==> src/rtl/pacman_mover.sv <==
// Tile-stepping mover: buffers a requested direction, checks the target tile
// through a wall-lookup handshake once per step, and commits the move if clear.
module pacman_mover #(
  parameter int GRID_W         = 28,
  parameter int GRID_H         = 31,
  parameter int TICKS_PER_STEP = 4,
  parameter int START_X        = 13,
  parameter int START_Y        = 23
) (
  input  logic        clock,
  input  logic        resetn,
  input  logic [15:0] dir_in,
  input  logic        dir_valid,
  output logic        wall_req,
  output logic [4:0]  wall_x,
  output logic [4:0]  wall_y,
  input  logic        wall_ack,
  input  logic        wall_hit,
  output logic [4:0]  pos_x,
  output logic [4:0]  pos_y,
  output logic [15:0] cur_dir,
  output logic        moving,
  output logic        step_pulse
);

  localparam logic [15:0] DIR_LEFT  = 16'h0100;
  localparam logic [15:0] DIR_RIGHT = 16'hFF00;
  localparam logic [15:0] DIR_DOWN  = 16'h0001;
  localparam logic [15:0] DIR_UP    = 16'h00FF;

  localparam int            TW        = (TICKS_PER_STEP > 1) ? $clog2(TICKS_PER_STEP) : 1;
  localparam logic [TW-1:0] TICK_LAST = TW'(TICKS_PER_STEP - 1);
  localparam logic [4:0]    X_MAX     = 5'(GRID_W - 1);
  localparam logic [4:0]    Y_MAX     = 5'(GRID_H - 1);
  localparam logic [4:0]    X_START   = 5'(START_X);
  localparam logic [4:0]    Y_START   = 5'(START_Y);

  typedef enum logic [1:0] {IDLE, PICK, QUERY, DECIDE} state_t;

  state_t        state;
  state_t        state_next;
  logic [TW-1:0] tick;
  logic [15:0]   pending;
  logic [15:0]   cand;
  logic          cand_pend;
  logic          blocked;

  logic          dir_legal;
  logic [15:0]   pick_cand;
  logic          pick_from_pend;
  logic [10:0]   pick_tgt;
  logic [10:0]   retry_tgt;
  logic          do_move;
  logic          do_retry;

  // Result is {blocked, target_x, target_y}; x tunnels, y stops at the edges.
  function automatic logic [10:0] step_target(input logic [15:0] dir,
                                              input logic [4:0]  x,
                                              input logic [4:0]  y);
    logic       blk;
    logic [4:0] tx;
    logic [4:0] ty;
    blk = 1'b0;
    tx  = x;
    ty  = y;
    case (dir)
      DIR_LEFT:  tx = (x == 5'd0) ? X_MAX : x - 5'd1;
      DIR_RIGHT: tx = (x == X_MAX) ? 5'd0 : x + 5'd1;
      DIR_DOWN: begin
        if (y == Y_MAX) blk = 1'b1;
        else            ty  = y + 5'd1;
      end
      DIR_UP: begin
        if (y == 5'd0) blk = 1'b1;
        else           ty  = y - 5'd1;
      end
      default: blk = 1'b1;
    endcase
    return {blk, tx, ty};
  endfunction

  assign dir_legal = (dir_in == DIR_LEFT) || (dir_in == DIR_RIGHT) ||
                     (dir_in == DIR_DOWN) || (dir_in == DIR_UP);

  assign pick_from_pend = (pending != 16'h0) && (pending != cur_dir);
  assign pick_cand      = pick_from_pend ? pending : cur_dir;
  assign pick_tgt       = step_target(pick_cand, pos_x, pos_y);
  assign retry_tgt      = step_target(cur_dir, pos_x, pos_y);

  always_ff @(posedge clock or negedge resetn) begin
    if (!resetn) state <= IDLE;
    else         state <= state_next;
  end

  always_comb begin
    state_next = state;
    case (state)
      IDLE: begin
        if (tick == TICK_LAST) state_next = PICK;
      end
      PICK: begin
        if (pick_cand == 16'h0)  state_next = IDLE;
        else if (pick_tgt[10])   state_next = DECIDE;
        else                     state_next = QUERY;
      end
      QUERY: begin
        if (wall_ack) state_next = DECIDE;
      end
      DECIDE: begin
        if (do_retry && !retry_tgt[10]) state_next = QUERY;
        else                            state_next = IDLE;
      end
      default: state_next = IDLE;
    endcase
  end

  // A blocked pending candidate falls back to the committed direction once.
  always_comb begin
    wall_req = (state == QUERY);
    do_move  = (state == DECIDE) && !blocked;
    do_retry = (state == DECIDE) && blocked && cand_pend && (cur_dir != 16'h0);
  end

  always_ff @(posedge clock or negedge resetn) begin
    if (!resetn) begin
      tick       <= '0;
      pending    <= 16'h0;
      cand       <= 16'h0;
      cand_pend  <= 1'b0;
      blocked    <= 1'b0;
      wall_x     <= 5'd0;
      wall_y     <= 5'd0;
      pos_x      <= X_START;
      pos_y      <= Y_START;
      cur_dir    <= 16'h0;
      moving     <= 1'b0;
      step_pulse <= 1'b0;
    end else begin
      step_pulse <= 1'b0;

      if (state == IDLE && tick != TICK_LAST) tick <= tick + TW'(1);
      else                                    tick <= '0;

      // A fresh legal code outranks the clear that accompanies its consumption.
      if (dir_valid && dir_legal)  pending <= dir_in;
      else if (do_move && cand_pend) pending <= 16'h0;

      case (state)
        PICK: begin
          cand      <= pick_cand;
          cand_pend <= pick_from_pend;
          if (pick_cand == 16'h0) begin
            moving <= 1'b0;
          end else if (pick_tgt[10]) begin
            blocked <= 1'b1;
          end else begin
            wall_x <= pick_tgt[9:5];
            wall_y <= pick_tgt[4:0];
          end
        end
        QUERY: begin
          if (wall_ack) blocked <= wall_hit;
        end
        DECIDE: begin
          if (do_move) begin
            pos_x      <= wall_x;
            pos_y      <= wall_y;
            cur_dir    <= cand;
            moving     <= 1'b1;
            step_pulse <= 1'b1;
          end else if (do_retry && !retry_tgt[10]) begin
            cand      <= cur_dir;
            cand_pend <= 1'b0;
            wall_x    <= retry_tgt[9:5];
            wall_y    <= retry_tgt[4:0];
          end else begin
            moving <= 1'b0;
          end
        end
        default: ;
      endcase
    end
  end

endmodule

==> config.mk <==
export PLATFORM = sky130hd
export DESIGN_NAME = pacman_mover
export DESIGN_NICKNAME = d
export VERILOG_FILES = /design/src/rtl/pacman_mover.sv
export SDC_FILE = /design/constraint.sdc
export NUM_CORES = 1
export LEC_CHECK = 0
export ABC_CLOCK_PERIOD_IN_PS = 5500
export CAP_MARGIN = 0
export CORE_MARGIN = 2
export CORE_UTILIZATION = 45
export DETAILED_ROUTE_END_ITERATION = 10
export PLACE_DENSITY = 0.63
export SKIP_LAST_GASP = 1
export SLEW_MARGIN = 20
export SYNTH_ARGS = -nofsm -noshare
export SYNTH_HDL_FRONTEND = slang
export SYNTH_SLANG_ARGS = --single-unit
==> constraint.sdc <==
create_clock -name clock -period 5.5 [get_ports clock]
set_clock_uncertainty 0.1 [all_clocks]
set_input_delay 1.1 -clock clock [delete_from_list [all_inputs] [get_ports clock]]
set_output_delay 1.1 -clock clock [all_outputs]
set_load 0.02 [all_outputs]
Yosys cells after proc, flatten, opt, wreduce, memory -nomap -nowiden
Cells that the tools add are included.
- bits in registers: 76
- bits in latches: 0
- RAM bits: 0
- bits in read-only memories: 0
- bits of input ports: 21
- memories kept: 0
- $add $sub $neg: 5
- multiply operators: 0
- div/mod/pow operators: 0
- magnitude comparators: 0
- eq/ne operators: 29
- shift operators: 0
- muxes and demuxes: 48
- bitwise logic cells: 0
- reduce and logical (&&, ||, !) cells: 31
- operator list (cell ; count):
    16-bit 2-to-1 mux ; 5
    5-bit 2-to-1 mux ; 12
    5-bit case mux with 2 select lines ; 6
    16-bit by 1-bit == test with 1-bit output (second input constant) ; 3
    16-bit == test (second input constant) ; 3
    16-bit by 8-bit == test with 1-bit output (second input constant) ; 3
    16-bit by 9-bit == test with 1-bit output (second input constant) ; 3
    16-bit case mux with 2 select lines ; 1
    16-bit nonzero test ; 2
    16-bit logical NOT ; 1
    16-bit inequality test ; 1
    2-bit inequality test (second input constant) ; 8
    1-bit 2-to-1 mux ; 13
    5-bit by 1-bit adder with 5-bit output (second input constant) ; 2
    5-bit == test (second input constant) ; 2
    5-bit logical NOT ; 2
    2-bit 2-to-1 mux ; 5
    5-bit by 1-bit subtractor with 5-bit output (second input constant) ; 2
    1-bit logical AND ; 9
    2-bit case mux with 4 select lines ; 1
    2-bit == test (second input constant) ; 3
    1-bit case mux with 2 select lines ; 3
    1-bit case mux with 3 select lines ; 2
    3-bit AND reduction ; 2
    other kinds (12) ; 19

Depth between registers and ports, before layout
Gate-level depths: netlist (run 1).
- word-level depth: 9
- depth in mapped cells: 12
- depth with buffers taken out: 10

Least setup slack after synthesis (run 1)
Ideal clock, no wire load.
- path kind: register to register
- from: register cur_dir[9]
- to: register wall_x[0]
- data arrival time: 2.744 ns
- required time: 5.275 ns
- setup slack: 2.531 ns
- cell stages (with the launch flop): 11
- buffers on the path: 2
- clock period less this slack: 2.969 ns
- cell sequence: dfrtp_1 > or4_4 > nor4_4 > and3_1 > buf_6 > o22ai_4 > and4_4 > a22oi_4 > and2_4 > buf_12 > mux2_4
- word-level cells in the longest chain between the ends: 8
- elaborated cells on any way between the ends: 31
- ends and longest elaborated chain (what ; RTL line ; RTL):
    start, declared ; 21 ; output logic [15:0] cur_dir,
    start signal, assigned ; 168 ; cur_dir <= cand;
    16-bit inequality test ; 85 ; assign pick_from_pend = (pending != 16'h0) && (pending != cur_dir);
    1-bit logical AND ; 85 ;
    16-bit 2-to-1 mux ; 86 ; assign pick_cand = pick_from_pend ? pending : cur_dir;
    16-bit == test / 16-bit by 9-bit == test with 1-bit output (equally long branches) ; 66 ; case (dir)
    2-bit OR reduction (no line) / 5-bit case mux with 2 select lines (equally long branches) ; -- ;
    1-bit case mux with 3 select lines / 5-bit 2-to-1 mux (equally long branches) ; 66, 154 ;
    2-bit inequality test (no line) / 5-bit 2-to-1 mux (equally long branches) ; -- ;
    5-bit AND reduction (no line) / 5-bit case mux with 2 select lines (equally long branches) ; -- ;
    end signal, assigned ; 157 ; wall_x <= pick_tgt[9:5];
    end signal, assigned ; 174 ; wall_x <= retry_tgt[9:5];
    end, declared ; 15 ; output logic [4:0] wall_x,
Parallel ways exist; a longest one is shown, timed or not. The select of a mux whose other input is x is not followed.
A chain may end at the register's enable or synchronous reset.

Worst setup path in the final report (run 1)
- from: register cur_dir[2]
- to: register wall_y[3]
- word-level cells in the longest chain between the ends: 8
- elaborated cells on any way between the ends: 31
- ends and longest elaborated chain (what ; RTL line ; RTL):
    16-bit inequality test ; 85 ;
    1-bit logical AND ; 85 ;
    16-bit 2-to-1 mux ; 86 ;
    16-bit == test (tied with other cells) ; 66 ;
    2-bit OR reduction (no line) / 5-bit case mux with 2 select lines (equally long branches) ; -- ;
    1-bit case mux with 3 select lines / 5-bit 2-to-1 mux (equally long branches) ; 66, 154 ;
    2-bit inequality test (no line) / 5-bit 2-to-1 mux (equally long branches) ; -- ;
    5-bit AND reduction (no line) / 5-bit case mux with 2 select lines (equally long branches) ; -- ;
    end signal, assigned ; 158 ; wall_y <= pick_tgt[4:0];
    end signal, assigned ; 175 ; wall_y <= retry_tgt[4:0];
    end, declared ; 16 ; output logic [4:0] wall_y,
Parallel ways exist; a longest one is shown, timed or not. The select of a mux whose other input is x is not followed.

==> results of run 1 <==
report_power, final:
group,switching [mW],internal (mW),leakage [nW],total (mW)
logic,0.106,0.0752,1.25,0.181
clock network,0.206,0.266,0.109,0.472
registers,0.0196,0.576,1.03,0.596
total,0.331,0.917,2.39,1.25
path summary, 6_finish.rpt:
check / start / endpoint / slack [ps] / depth (start not counted)
max in group asynchronous: resetn / cur_dir[14] / 3890 / 1
hold / removal: tick[0] / tick[0] / 340 / 1
hold reg to reg: tick[0] / tick[0] / 340 / 1
setup reg to reg: cur_dir[2] / wall_y[3] / 2160 / 9
setup / recovery: cur_dir[2] / wall_y[3] / 2160 / 9
min in group asynchronous: resetn / tick[1] / 780 / 1
worst reg2reg max path: cells and delay by family, from the launching register on:
kind                   cells  cell delay (ps)
AO/OA/AOI/OAI              1              100
buffers and inverters      1              250
flip-flops                 1              450
multiplexers               1              320
AND/OR/NAND/NOR            6             2010
final cells by class:
type / count / share of cell area, %
inverter: 12 / 0.802
clock inverter: 4 / 1.31
tap: 136 / 3.03
timing repair buffer: 62 / 10.9
clock buffer: 11 / 2.52
multi-input combinational: 398 / 47.4
sequential: 76 / 34.0
cell families after synthesis:
group           after synthesis  synth area share (%)
xor+xnor                     23                  4.25
flops                        76                  40.3
fa+ha+maj                     6                  1.59
mux                          48                  11.6
compound gates              113                  16.0
buf+inv                      39                  3.88
simple gates                208                  22.4
synthesized netlist by cell type, drive strengths merged, types with 6 or more instances:
| master | n | share of area, % |
|---|---|---|
| and2 | 7 | 0.98 |
| clkbuf | 17 | 1.3 |
| o211ai | 6 | 1.2 |
| a22oi | 6 | 1.3 |
| nand4 | 13 | 1.7 |
| buf | 10 | 1.6 |
| nor4 | 9 | 1.5 |
| nor3 | 11 | 1.3 |
| o21ai | 42 | 4.4 |
| mux2 | 30 | 7.8 |
| a21oi | 26 | 2.7 |
| ha | 6 | 1.6 |
| o22ai | 6 | 1.1 |
| dfrtp | 69 | 36 |
| nor2 | 30 | 2.4 |
| xnor2 | 22 | 4.1 |
| nand2 | 75 | 5.9 |
| and3 | 8 | 1.1 |
| mux2i | 18 | 3.8 |
| dfstp | 7 | 3.9 |
| nand3 | 28 | 3.0 |
| inv | 12 | 0.95 |
registers in the layout, summed over array words and instances (netlist names):
name	cells
cur_dir	16
cand	16
pos_y	5
tick	2
cand_pend	1
moving	1
step_pulse	1
wall_x	5
blocked	1
pending	16
pos_x	5
wall_y	5
state	2
routing by layer:
metal | wire length (um) | part of all wire [%] | global-route usage, % | up-vias
li1 | - | - | - | 1950
met1 | 5350 | 44 | 29.3 | 1988
met2 | 5990 | 49 | 37.5 | 137
met3 | 645 | 5.3 | 4.38 | 20
met4 | 218 | 1.8 | 6.86 | 0
met5 | 0 | 0 | 0 | -
==> flow_summary_export.csv, run 1 <==
group,metric,value,unit
placed_design,numPortBuffers,59,
synth,syn_nets,540,
layout,multi_input_area,2660,sq um
floorplan,core_area,10300,sq um
clock_network,ctsRootBufferMaster,"clkbuf_8",
layout,final_nets,586,
floorplan,rows,37,
sta,hold_viol_final,0,
synth,synth_flop_cell,"dfrtp_1",
clock_network,cts.clk_slew.worst_paths,80,ps
floorplan,fp.dieH,107,um
global_routing,grt_pass1_vias,3883,
critical_path,endpoint_kind,"flop",
critical_path,cp-start-kind,"flop",
floorplan,initial_utilization,46.1,%
sta,maxSlewHeadroom,36.3,%
layout,nFillCells,951,
flow_run,cap_violations,0,
layout,final_cell_mix,"nand2_1 (75), dfrtp_1 (69), clkdlybuf4s50_1 (58), o21ai_0 (41)",
layout,diodes,0,
critical_path,cp_common_cell,"nand3_1",
critical_path,crit_path_max_fanout,34,
synth,synthCells,513,
critical_path,slowest_stage,"or4_1",
outcome,status,"complete, no violations",
power,power,1.25,mW
placed_design,dp_slack,1940,ps
sta,fin_tns_setup,0,ps
layout,seq_area,1910,sq um
synth,ys_seq_area_share,40.3,%
critical_path,crit_chain,"or4_1, nor3_2, nand3_1, nand3_1, a31oi_2, buf_4, nor2_2, and2_4, mux2_4",
clock_network,cts_hold_buf,0,
placed_design,dpl.cell_count,684,
power,peakVddDrop,0.120,mV
layout,layout_commonest_cell,"nand2_1",
synth,yosysWarnings,0,
detailed_routing,via_per_inst,5.86,
synth,synth-edff-count,0,
layout,final_cells,699,
sta,fmax,0.299,GHz
clock_network,cts_made_buffers,9,
critical_path,path_buf_inv,1,
sta,tightest_slew,956,ps
sta,setup_ws,2160,ps
sta,rsz0062_at_grt,"no",
clock_network,clock_sinks,76,
sta,min_period,3340,ps
detailed_routing,num_vias,4095,
global_routing,grt_util_all_layers,22.4,%
placed_design,gp_congestion,0.906,
global_routing,grt_max_degree,77,
sta,drv_slew,0,
floorplan,die_w,107,um
layout,area_growth,18.6,%
detailed_routing,wl,12200,um
global_routing,antenna_found_initial,0,
global_routing,grt_pass1_wl,20200,um
layout,drive_above_1_share,13.1,%
clock_network,cts_setup_buffers,0,
clock_network,cts_tree,"built",
layout,final_util,54.6,%
sta,whs,341,ps
layout,fin_area,5620,sq um
critical_path,worstPathArrival,3490,ps
placed_design,place_area,5390,sq um
power,leakage,2.39,nW
power,p_per_area,222,nW/um^2
synth,syn_area,4740,sq um
detailed_routing,dr.pass1.iters,6,
floorplan,pin_count,60,
detailed_routing,post-route-drc-count,0,
critical_path,path_class,"reg2reg",
critical_path,cp_top_family,"simple AND/OR/NAND/NOR gates",
clock_network,cts_resized,0,
min_path,min_path_type,"reg2reg",
sta,finalCritPeriodShare,60.7,%
clock_network,clk_path_buf_depth,2,
clock_network,clock_latency,360,ps
synth,ys_ff_latch,76,
synth,avgSynthCellArea,9.23,sq um
critical_path,required,5650,ps
sta,setup_violations,0,
floorplan,dieArea,11400,sq um
global_routing,grt-ovfl-total,0,
synth,synth_cell_types,70,
detailed_routing,wl_per_cell,17.5,um
detailed_routing,antenna_left,0,
clock_network,cts_max_level,3,
critical_path,slowest_delay,600,ps
detailed_routing,drt_iter0_drc,195,
placed_design,place.detailed.hpwl,8830,um
synth,async_reset_ff_share,100,%
Power figures use the tool's default switching activity.
==> run 2: changes to the inputs <==
ABC_CLOCK_PERIOD_IN_PS = 3370   (was 5500)
clock period = 3.37 ns   (was 5.5 ns; I/O delays follow)
==> run 2 against run 1 <==
Net effect:
- sequential share of layout area decreased by 0.35 points
- sequential power increased by 63%
- count of clock-buffer cells in the layout increased by 1
- critical path type unchanged
- setup slack got worse by 2000 ps
- critical endpoint unchanged
- combinational power increased by 67%
- first-iteration DRC count increased by 18%
- wire length increased by 1.8%
- non-clock buffer count increased by 15
- critical path depth decreased by 1
- fmax increased by 5.7%
- sequential cell count unchanged
==> flow_summary_export.csv, run 2 (synthesis results as in run 1) <==
group,metric,value,unit
placed_design,dp_slack,235,ps
detailed_routing,antenna_left,0,
sta,fin_tns_setup,0,ps
detailed_routing,post-route-drc-count,0,
floorplan,core_area,10300,sq um
sta,finalCritPeriodShare,93.8,%
global_routing,grt_util_all_layers,22.7,%
critical_path,r2r_start,"cur_dir[9]",
sta,drv_slew,0,
critical_path,endpoint_kind,"flop",
placed_design,numPortBuffers,59,
detailed_routing,via_per_inst,5.83,
critical_path,rrSetupSlack,210,ps
clock_network,ctsRootBufferMaster,"clkbuf_8",
detailed_routing,dr.pass1.iters,4,
sta,hold_viol_final,0,
sta,maxSlewHeadroom,35.9,%
power,leakage,2.43,nW
critical_path,path_buf_inv,0,
critical_path,slowest_stage,"or4_4",
global_routing,grt_max_degree,77,
clock_network,cts_setup_buffers,0,
floorplan,dieArea,11400,sq um
sta,min_period,3160,ps
sta,fmax,0.316,GHz
critical_path,worstPathArrival,3310,ps
layout,final_nets,601,
critical_path,cp_top_family,"simple AND/OR/NAND/NOR gates",
clock_network,clk_path_buf_depth,2,
clock_network,cts_made_buffers,9,
layout,seq_area,1910,sq um
power,p_per_area,337,nW/um^2
layout,area_growth,19.8,%
layout,largestRegisters,"cand (16), cur_dir (16), pending (16)",
critical_path,cp-start-kind,"flop",
critical_path,slowest_delay,580,ps
placed_design,gp_congestion,0.907,
flow_run,cap_violations,0,
global_routing,grt_pass1_vias,4015,
critical_path,path_class,"reg2reg",
critical_path,crit_path_max_fanout,10,
detailed_routing,wl,12400,um
critical_path,crit_chain,"or4_4, nor4_4, and3_2, o21ai_1, and4_4, a22oi_4, and2_4, mux2_4",
floorplan,die_w,107,um
critical_path,r2r_end,"wall_y[3]",
layout,layout_commonest_cell,"nand2_1",
layout,multi_input_area,2660,sq um
min_path,worst_hold_startpoint,"tick[0]",
sta,rsz0062_at_grt,"no",
floorplan,rows,37,
detailed_routing,drt_iter0_drc,230,
global_routing,grt-ovfl-total,0,
placed_design,place.detailed.hpwl,9110,um
layout,diodes,0,
layout,final_cell_mix,"nand2_1 (75), dfrtp_1 (69), clkdlybuf4s50_1 (58), o21ai_0 (41)",
clock_network,cts.clk_slew.worst_paths,80,ps
floorplan,pin_count,60,
min_path,whs_endpoint,"tick[0]",
clock_network,clock_sinks,76,
layout,final_util,55.2,%
sta,tightest_slew,962,ps
min_path,hold_depth,1,
global_routing,antenna_found_initial,0,
global_routing,grt_pass1_wl,20300,um
detailed_routing,wl_per_cell,17.4,um
clock_network,clock_latency,360,ps
power,peakVddDrop,0.180,mV
floorplan,initial_utilization,46.1,%
critical_path,required,3520,ps
clock_network,cts_resized,0,
outcome,status,"complete, no violations",
clock_network,cts_max_level,3,
floorplan,fp.dieH,107,um
sta,setup_violations,0,
detailed_routing,num_vias,4172,
min_path,min_path_type,"reg2reg",
critical_path,r2r_cells,8,
layout,drive_above_1_share,15.4,%
layout,nFillCells,956,
sta,setup_ws,209,ps
clock_network,cts_hold_buf,0,
power,power,1.91,mW
clock_network,cts_tree,"built",
run 2: where the power goes:
group | internal, mW | switching, mW | leakage, nW
Combinational | 0.129 | 0.173 | 1.32
Clock | 0.286 | 0.354 | 0.0824
Sequential | 0.940 | 0.0304 | 1.03
Total | 1.35 | 0.557 | 2.43
run 2: cell type report:
cell class | count | share of cell area, %
Clock buffer | 12 | 2.56
Clock inverter | 4 | 0.441
Inverter | 12 | 0.794
Multi-Input combinational cell | 398 | 46.8
Sequential cell | 76 | 33.7
Tap cell | 136 | 3.00
Timing Repair Buffer | 77 | 12.7
run 2: worst register-to-register path, cell delays in order (launching register included):
cell     delay (ps)
dfrtp_1         450
or4_4           580
nor4_4          410
and3_2          320
o21ai_1         160
and4_4          230
a22oi_4         210
and2_4          280
mux2_4          320
run 2: worst max-delay path by stage:
stage	start	to	cells after the start
after floorplan	cur_dir[9]	wall_x[0]	10
after global placement	cur_dir[9]	wall_x[0]	8
after detailed placement	cur_dir[9]	wall_y[3]	8
after CTS	cur_dir[9]	wall_y[3]	8
after global routing	cur_dir[9]	wall_y[3]	8
final	cur_dir[9]	wall_y[3]	8
run 2: per-layer routing:
metal	up-vias	wire [um]	track usage (%)
met4	0	270	8.35
li1	1994	-	-
met1	2018	5470	28.9
met5	-	0	0
met2	140	6050	38.4
met3	20	635	4.44
run 2: stage by stage:
stage	area, sq um	cells	hold slack (ps)
3_5_place_dp	5500	699	335
3_3_place_gp	5500	699	323
5_1_grt	5670	715	379
6_report	5670	715	342
2_1_floorplan	4740	513	278
4_1_cts	5670	715	349
==> run 3: changes to the inputs <==
CORE_MARGIN = 5   (was 2)
SETUP_SLACK_MARGIN = 0.3   (was default)
==> run 3 against run 2 <==
Net effect:
- count of clock-buffer cells in the layout shrank 2
- wire length increased by 4.6%
- register-to-register slack better by 230 ps
- sequential power about the same
- die area up 12%
- global-route usage down 1.5 points
- fmax rose by 8.0%
- setup slack improved by 230 ps
- combinational power up 5%
- design area rose by 3.5%
==> flow_summary_export.csv, run 3 (synthesis results as in run 1) <==
group,metric,value,unit
global_routing,grt_pass1_vias,4210,
floorplan,rows,37,
placed_design,numPortBuffers,59,
critical_path,path_buf_inv,1,
sta,finalCritPeriodShare,86.8,%
sta,hold_viol_final,0,
clock_network,cts_hold_buf,0,
detailed_routing,antenna_left,0,
clock_network,cts_tree,"built",
power,p_per_area,366,nW/um^2
detailed_routing,via_per_inst,5.82,
power,peakVddDrop,0.178,mV
sta,rsz0062_at_grt,"no",
clock_network,cts.clk_slew.worst_paths,90,ps
power,p_switching,0.576,mW
floorplan,initial_utilization,46.1,%
floorplan,fp.dieH,113,um
detailed_routing,dr.pass1.iters,6,
power,power,2.15,mW
sta,drv_slew,0,
flow_run,cap_violations,0,
critical_path,path_class,"reg2reg",
critical_path,endpoint_kind,"flop",
layout,final_cell_mix,"nand2_1 (75), dfrtp_1 (67), clkdlybuf4s50_1 (58), o21ai_0 (41), nand3_1 (28)",
layout,largestRegisters,"cand (16), cur_dir (16), pending (16)",
detailed_routing,drt_iter0_drc,294,
layout,diodes,0,
power,power_frac_comb,14.8,%
clock_network,cts_made_buffers,9,
power,cellInternalPower,1.57,mW
sta,fin_tns_setup,0,ps
layout,drive_above_1_share,18.6,%
detailed_routing,wl_met3,656,um
critical_path,cp_common_cell,"nand3_1",
critical_path,required,3510,ps
clock_network,clock_sinks,76,
detailed_routing,wl_met1,5600,um
power,seqPwrFrac,45.3,%
clock_network,clk_path_buf_depth,2,
floorplan,dieArea,12700,sq um
critical_path,cp-start-kind,"flop",
critical_path,slowest_stage,"or4_1",
detailed_routing,wl,13000,um
clock_network,cts_max_level,3,
layout,nFillCells,952,
critical_path,crit_path_max_fanout,6,
sta,maxSlewHeadroom,58.0,%
detailed_routing,wl_met2,6480,um
floorplan,pin_count,60,
power,leakage,2.51,nW
layout,final_nets,609,
clock_network,ctsRootBufferMaster,"clkbuf_8",
global_routing,grt_pass1_wl,21800,um
layout,layout_commonest_cell,"nand2_1",
critical_path,r2r_cells,9,
floorplan,core_area,10300,sq um
critical_path,rrSetupSlack,440,ps
detailed_routing,post-route-drc-count,0,
critical_path,cp_top_family,"simple AND/OR/NAND/NOR gates",
global_routing,grt_max_degree,77,
layout,area_growth,24.0,%
outcome,status,"complete, no violations",
critical_path,worstPathArrival,3070,ps
detailed_routing,highest_layer,"met4",
power,switching_share,26.8,%
placed_design,gp_congestion,0.888,
placed_design,place.detailed.hpwl,9510,um
sta,min_period,2930,ps
global_routing,antenna_found_initial,0,
critical_path,slowest_delay,600,ps
sta,fmax,0.342,GHz
detailed_routing,wl_per_cell,18.0,um
min_path,min_path_type,"in2async",
floorplan,die_w,113,um
detailed_routing,num_vias,4208,
sta,tightest_slew,623,ps
clock_network,clock_latency,370,ps
global_routing,grt-ovfl-total,0,
sta,setup_violations,0,
critical_path,worst-path-stages,9,
critical_path,crit_chain,"or4_1, nor3_2, buf_4, nand3_1, nand3_1, a31oi_2, nor2_2, and2_4, mux2_4",
power,p_clk_share,39.9,%
global_routing,grt_util_all_layers,21.2,%
[run 3: layout make-up]
type                            count  area (sq um)  share of cell area (%)
Inverter                           12          45.0                   0.767
Clock buffer                       10           128                    2.17
Multi-Input combinational cell    399          2710                    46.1
Tap cell                          136           170                    2.90
Sequential cell                    76          1910                    32.6
Clock inverter                      6           111                    1.90
Timing Repair Buffer               84           797                    13.6
[run 3: repair_timing]
item                                    in CTS  in global routing
pin swaps                                    2                  3
gates resized for setup                      6                 10
gates cloned                                 1                  1
endpoints found under the setup margin       8                 24
buffers inserted                             2                  1
[run 3: routing by layer]
metal,GRT usage [%],vias to the layer above
li1,-,2006
met1,27.5,2027
met2,35.7,149
met3,3.56,26
met4,7.77,0
met5,0,-
[run 3: power by group through the flow]
| stage | Sequential (mW) | Clock (mW) | Combinational, mW |
|---|---|---|---|
| CTS | 0.974 | 0.867 | 0.317 |
| global placement | 0.990 | 0 | 0.301 |
| global route | 0.978 | 0.916 | 0.347 |
| detailed placement | 0.990 | 0 | 0.306 |
| floorplan | 0.979 | 0 | 0.218 |
| finish | 0.973 | 0.856 | 0.317 |
[run 3: path summary, 6_finish.rpt]
check / end / start
worst min register to register: tick[0] / tick[0]
worst max-delay path: wall_y[3] / cur_dir[2]
worst min-delay path: moving / resetn
worst max register to register: wall_y[3] / cur_dir[2]
min in group clock: tick[0] / tick[0]
max in group asynchronous: pos_x[3] / resetn
[run 3: stage by stage]
step	instance area (sq um)	hold WS [ps]	util (%)	instances	worst slack (ps)
detailed placement	5520	324	53.7	701	262
CTS	5800	346	56.4	720	318
floorplan	4740	278	-	513	401
global placement	5520	322	53.7	701	253
finish	5870	73.7	57.1	723	444
global route	5870	89.0	57.1	723	305
